## config.mk

```make
export PLATFORM = sky130hd
export DESIGN_NAME = serial_parity_rx
export DESIGN_NICKNAME = d
export VERILOG_FILES = /design/src/rtl/serial_parity_rx.sv
export SDC_FILE = /design/constraint.sdc
export NUM_CORES = 1
export LEC_CHECK = 0
export BUFFER_PORTS_ARGS = -buffer_cell sky130_fd_sc_hd__buf_4
export CAP_MARGIN = 20
export CORE_MARGIN = 2
export CORE_UTILIZATION = 57
export CTS_BUF_LIST = sky130_fd_sc_hd__clkbuf_8
export CTS_CLUSTER_DIAMETER = 120
export DETAILED_ROUTE_END_ITERATION = 10
export PLACE_DENSITY = 0.8
export SYNTH_ARGS = -nofsm -noshare
export SYNTH_HDL_FRONTEND = slang
export SYNTH_SLANG_ARGS = --single-unit
```

## constraint.sdc

```tcl
create_clock -name clk -period 1.5 [get_ports clk]
set_input_delay 0.225 -clock clk [delete_from_list [all_inputs] [get_ports clk]]
set_output_delay 0.225 -clock clk [all_outputs]
set_load 0.01 [all_outputs]
```

## src/rtl/serial_parity_rx.sv

```systemverilog
// serial_parity_rx: strobed serial receiver for start + DATA_W data + even parity + stop frames
module serial_parity_rx #(
  parameter int DATA_W = 4
) (
  input  logic            clk,
  input  logic            rst,
  input  logic            rx_in,
  input  logic            bit_en,
  output logic [DATA_W:0] frame,
  output logic            frame_valid,
  output logic            parity_err,
  output logic            framing_err,
  output logic            busy
);
  localparam int CW = $clog2(DATA_W + 1);
  typedef enum logic [1:0] {IDLE, DATA, PARITY, STOP} state_t;
  state_t            r_state;
  logic [CW-1:0]     r_cnt;
  logic [DATA_W-1:0] r_shift;
  logic              r_par;
  logic [DATA_W:0]   r_frame;
  logic              r_fv;
  logic              r_perr;
  logic              r_fe;
  // frame sequencing; the pulses clear every cycle and only the strobe advances the frame
  always_ff @(posedge clk) begin
    if (rst) begin
      r_state <= IDLE;
      r_cnt   <= '0;
      r_shift <= '0;
      r_par   <= 1'b0;
      r_frame <= '0;
      r_fv    <= 1'b0;
      r_perr  <= 1'b0;
      r_fe    <= 1'b0;
    end else begin
      r_fv <= 1'b0;
      r_fe <= 1'b0;
      if (bit_en) begin
        case (r_state)
          IDLE: if (!rx_in) begin
            r_state <= DATA;
            r_cnt   <= '0;
          end
          DATA: begin
            r_shift <= {rx_in, r_shift[DATA_W-1:1]};
            r_cnt   <= r_cnt + 1'b1;
            if (r_cnt == CW'(DATA_W - 1)) r_state <= PARITY;
          end
          PARITY: begin
            r_par   <= rx_in;
            r_state <= STOP;
          end
          STOP: begin
            r_state <= IDLE;
            if (rx_in) begin
              r_frame <= {r_par, r_shift};
              r_perr  <= ^{r_par, r_shift};
              r_fv    <= 1'b1;
            end else begin
              r_fe <= 1'b1;
            end
          end
        endcase
      end
    end
  end
  assign frame       = r_frame;
  assign frame_valid = r_fv;
  assign parity_err  = r_perr;
  assign framing_err = r_fe;
  assign busy        = (r_state != IDLE);
endmodule

```

Word-level counts from Yosys, hierarchy flattened

Index checks and enable logic that the tools add are counted.

Word-level logic and storage cells: 34
Flip-flop bits (word level): 18
Output and inout port bits: 9
Input port bits: 4

Reductions and logical operators: 10
Mux-type cells: 7
Equality and inequality tests: 6
Bitwise gates (word level): 2
Add/subtract/negate cells: 1

Operator list:

| cell                                                                  | number |
|---|---|
| 3-bit AND reduction                                                   | 3 |
| 2-bit case mux with 4 select lines                                    | 1 |
| 3-bit case mux with 2 select lines                                    | 1 |
| 5-bit XOR reduction                                                   | 1 |
| 2-bit equality test, second input constant                            | 2 |
| 2-bit 2-to-1 mux                                                      | 2 |
| 2-bit != test, second input constant                                  | 2 |
| 2-bit AND reduction                                                   | 2 |
| 2-bit nonzero test                                                    | 2 |
| 3-bit by 1-bit adder with 3-bit output, second input constant         | 1 |
| 3-bit by 2-bit equality test with 1-bit output, second input constant | 1 |
| 3-bit 2-to-1 mux                                                      | 1 |
| 3-bit OR reduction                                                    | 1 |
| 2-bit by 1-bit equality test with 1-bit output, second input constant | 1 |
| 2-bit zero test                                                       | 1 |
| 1-bit 2-to-1 mux                                                      | 2 |
| 1-bit inverter                                                        | 2 |

Longest topological paths before layout

Depth after elaboration: 3
Mapped depth: 6
Depth with buffers taken out: 5

Worst setup path after synthesis

No wires, ideal clock.

Kind: reg-to-reg
From: register r_state[0]
To: register r_state[0]
Stages on the path, launching flop included: 6
Path buffers: 0
Slack: 224 ps
Library setup time: 91 ps
Arrival time: 1185 ps
Period minus slack after synthesis: 1276 ps
Required time: 1409 ps
Path through: dfxtp_1 > inv_1 > ha_1 > a21boi_4 > a21oi_1 > a311oi_1

Longest elaborated chain between the ends: 3
Elaborated cells between the ends (all ways): 8
Classes of those cells: 5 x eq/ne; 1 x mux; 2 x reduce/logical

RTL lines:

| item                                                                              | RTL line | text |
|---|---|---|
| start, declared                                                                   | 17       | `state_t r_state;` |
| start signal, assigned                                                            | 28       | `r_state <= IDLE;` |
| start signal, assigned                                                            | 42       | `r_state <= DATA;` |
| start signal, assigned                                                            | 48       | `if (r_cnt == CW'(DATA_W - 1)) r_state <= PARITY;` |
| 2-bit by 1-bit equality test with 1-bit output or 2-bit zero test (tied branches) | 40       | `case (r_state)` |
| 2-bit != test (no source line)                                                    | --       |  |
| 3-bit AND reduction (no source line)                                              | --       |  |

Several ways; a longest one is shown, not always the timed one.
A chain may end at the register's enable or synchronous reset.

Worst setup path in the final report

From: register r_state[1]
To: output port busy

Longest elaborated chain between the ends: 1

RTL lines:

| item               | RTL line | text |
|---|---|---|
| 2-bit nonzero test | 72       | `assign busy = (r_state != IDLE);` |
| end, declared      | 13       | `output logic busy` |

No other way between the ends.

==> metrics.md <==
| Metric | Value |
|---|---|
| Wire length reported by the detailed router | roughly 1600 um |
| Path type of the worst min-delay path | in2reg |
| Global-route usage over all layers | about a fifth |
| # setup viols final | 0 |
| TritonCTS clock tree | yes |
| Post-synth net total | 105 |
| Clock power frac | 34.7% |
| Number of H-tree branching levels | 1 |
| Final hold violation count | 0 |
| Clock latency reported for the late side of the worst-skew pair | ~0.25 ns |
| Number of primary I/O pins | 13 |
| Cell internal pwr | approximately 700 uW |
| Number of global-route vias before repair | about 660 |
| Core region area | 1334 sq um |
| Number of violations of the max-capacitance limit | 0 |
| Async set-or-reset flop fraction in the synthesized netlist | 0% |
| Final slew viol count | 0 |
| Shortest clock period the worst path allows after layout | between 1 and 1.5 ns |
| Number of clock sinks seen by CTS | 18 |
| Leak pwr | ~0.4 nW |
| Run status | finished clean |
| Residual DRC count | 0 |
| Antenna violations before repair | 0 |
| Gate Count Post-Synth | between 90 and 100 |
| Net Sw Frac | between 20% and 30% |
| Category of the worst setup path capture point | output pin |
| Combinational cell fraction of total power | between 10% and 20% |
| Initial standard-cell utilization of the core | 62.85% |
| Number of buffers on the longest clock path | 2 |
| WP data arrival | 1.14 ns |
| Synthesis-to-finish area growth | 18.36% |
| Number of enable-type register cells in the synthesized netlist | 0 |
| Final worst hold slack | 0.2221 ns |
| Count of synthesis-stage warnings from yosys | 0 |
| Pin count of the biggest net entering global routing | 21 |
| Non-filler instance count after layout | between 100 and 150 |
| Final Wtd Congestion | ~0.8 |
| Placement row count | 13 |
| Critical path required time | between 1 and 1.5 ns |
| Routed WL per cell | 13.19 um |
| Primary flip-flop cell chosen by synthesis mapping | sky130_fd_sc_hd__dfxtp_1 |
| Commonest non-fill, non-tap cells in the layout | sky130_fd_sc_hd__nand2_1, sky130_fd_sc_hd__dfxtp_1, sky130_fd_sc_hd__buf_4 |
| Final ANT Viol Nets | 0 |
| Detail Placement HPWL | 1139 um |
| Share of post-route cells with drive strength above 1 | a little over a fifth |
| Power density over the cells | 951.5 nW/um^2 |
| Worst slew margin relative to its limit | between 80% and 90% |
| Clk pin slew, worst setup/hold paths | 0.06 ns |
| Overall die height | 42.35 um |
| Cell Area, Synth | around 840 sq um |
| Worst IR Drop VDD | between 700 and 800 uV |
| Area taken by multi-input logic gates | between 400 and 500 sq um |
| Number of port buffers | 12 |
| Fin Clk Skew | approximately 0.004 ns |
| Count of different cell masters after synthesis | 26 |
| Final period util | 91.26% |
| Hold Path Cell Cnt | 2 |
| Biggest fanout along the worst timing path | 5 |
| Overall via count from detail_route | 710 |
| Total negative slack for setup checks | 0 ns |
| Post-route setup slack | about 0.13 ns |
| FF+latch area | between 300 and 400 sq um |
| Switching power | between 200 and 250 uW |
| R2r worst-path depth | 6 |
| First-pass iteration count of the detailed router | 4 |
| # fillers | approximately 100 |
| Type of the setup path with the least slack | reg2out |
| CP startpoint kind | register |
| Number of buffers added by the clock tree synthesis step | 3 |
| Relative contribution of sequential cells to total power | 52.4% |
| F_max | around 0.73 GHz |
| Total die area | about 1800 sq um |
| Unrepaired setup endpoints after global routing | false |
| Number of nets in the final layout | ~120 |
| First-pass GRT wire length | 2808 um |
| Diode insertion count for antenna repair | 0 |
| Sequential area share after synthesis | between 40% and 50% |
| Final global-route overflow total | 0 |
| Average cell area after synthesis | between 8 and 9 sq um |
| 1st-iter DRT viols | 11 |
| Library cell used as clock root buffer | sky130_fd_sc_hd__clkbuf_8 |
| Seq cells post-synth | 18 |
| Post-placement cell count | approximately 120 |
| Setup slack at placement | around 0.055 ns |
| Die span in x | roughly 42 um |
| Worst Max-Slew Pin Slew | 0.2205 ns |
| Routed vias/inst | ~5.7 |
-- path summary, 6_finish.rpt --
path	start	slack [ns]	end
max	r_state[1]$_SDFFE_PP0P_	0.13	busy
min	rx_in	0.22	framing_err$_SDFF_PP0_
max reg2reg	r_state[0]$_SDFFE_PP0P_	0.18	r_cnt[1]$_SDFFE_PP0P_
min reg2reg	frame[4]$_SDFFE_PP0P_	0.46	frame[4]$_SDFFE_PP0P_
-- worst max-delay path, cell delays in order (launching register included) --
cell and delay, ns:
sky130_fd_sc_hd__dfxtp_1 0.33, sky130_fd_sc_hd__inv_1 0.11, sky130_fd_sc_hd__ha_2 0.26, sky130_fd_sc_hd__inv_1 0.05, sky130_fd_sc_hd__buf_4 0.14
-- sequential cells by signal, summed over array words and instances, names as in the netlist --
register     count
frame            5
frame_valid      1
framing_err      1
parity_err       1
r_cnt            3
r_par            1
r_shift          4
r_state          2
-- synthesized netlist by cell type (2+ instances only) --
library cell / instances / area [sq um]
sky130_fd_sc_hd__dfxtp_1: 18 / 360.4
sky130_fd_sc_hd__nand2_1: 18 / 67.56
sky130_fd_sc_hd__a21oi_1: 15 / 75.07
sky130_fd_sc_hd__nand3_1: 7 / 35.03
sky130_fd_sc_hd__ha_1: 6 / 75.07
sky130_fd_sc_hd__inv_1: 4 / 15.01
sky130_fd_sc_hd__nor2_1: 3 / 11.26
sky130_fd_sc_hd__buf_2: 2 / 10.01
sky130_fd_sc_hd__clkbuf_1: 2 / 7.510
sky130_fd_sc_hd__nand3b_1: 2 / 15.01
sky130_fd_sc_hd__nor3_1: 2 / 10.01
sky130_fd_sc_hd__o21ai_1: 2 / 10.01
-- layout make-up --
| cell class | instances | area share (%) |
|---|---|---|
| inverter | 4 | 1.513 |
| sequential | 18 | 36.32 |
| tap | 15 | 1.892 |
| clock buffer | 3 | 4.161 |
| timing repair buffer | 16 | 12.11 |
| multi-input combinational | 68 | 44.01 |
-- power by group through the flow --
| stage | clock, mW | sequential, mW | combinational, mW |
|---|---|---|---|
| after floorplan | 0 | 0.503 | 0.0780 |
| after global placement | 0 | 0.504 | 0.107 |
| after detailed placement | 0 | 0.505 | 0.112 |
| after CTS | 0.335 | 0.494 | 0.113 |
| after global routing | 0.352 | 0.495 | 0.136 |
| final | 0.327 | 0.495 | 0.122 |
-- repair_timing --
item	CTS	global route
hold buffers	0	0
gates resized for setup	0	1
buffers inserted	0	2
setup endpoints to repair	0	2
-- cells by family after synthesis --
group                      count (synthesis)  share of synthesized area (%)
and+or+nand+nor                           37                          21.94
AOI/OAI and AO/OA                         23                          17.16
DFF                                       18                          42.99
buffers and inverters                      9                          5.224
adders and majority gates                  6                          8.955
xor gates and xnor gates                   2                          3.731
-- through the flow --
stage	utilization, %	total power [mW]	area [sq um]
global route	74.39	0.9836	992.2
detailed placement	69.98	0.6168	933.4
CTS	73.08	0.9428	974.7
finish	74.39	0.9440	992.2
floorplan	-	0.5812	838.3
global placement	69.98	0.6110	933.4
-- routing by layer --
layer	global-route usage (%)	vias up	routed length (um)
met1	25.14	333	745
met3	5.603	4	87
met4	10.63	0	29
met2	33.85	20	772
li1	-	353	-
met5	0	-	0
Note: power is estimated with default switching activity, not from simulation.
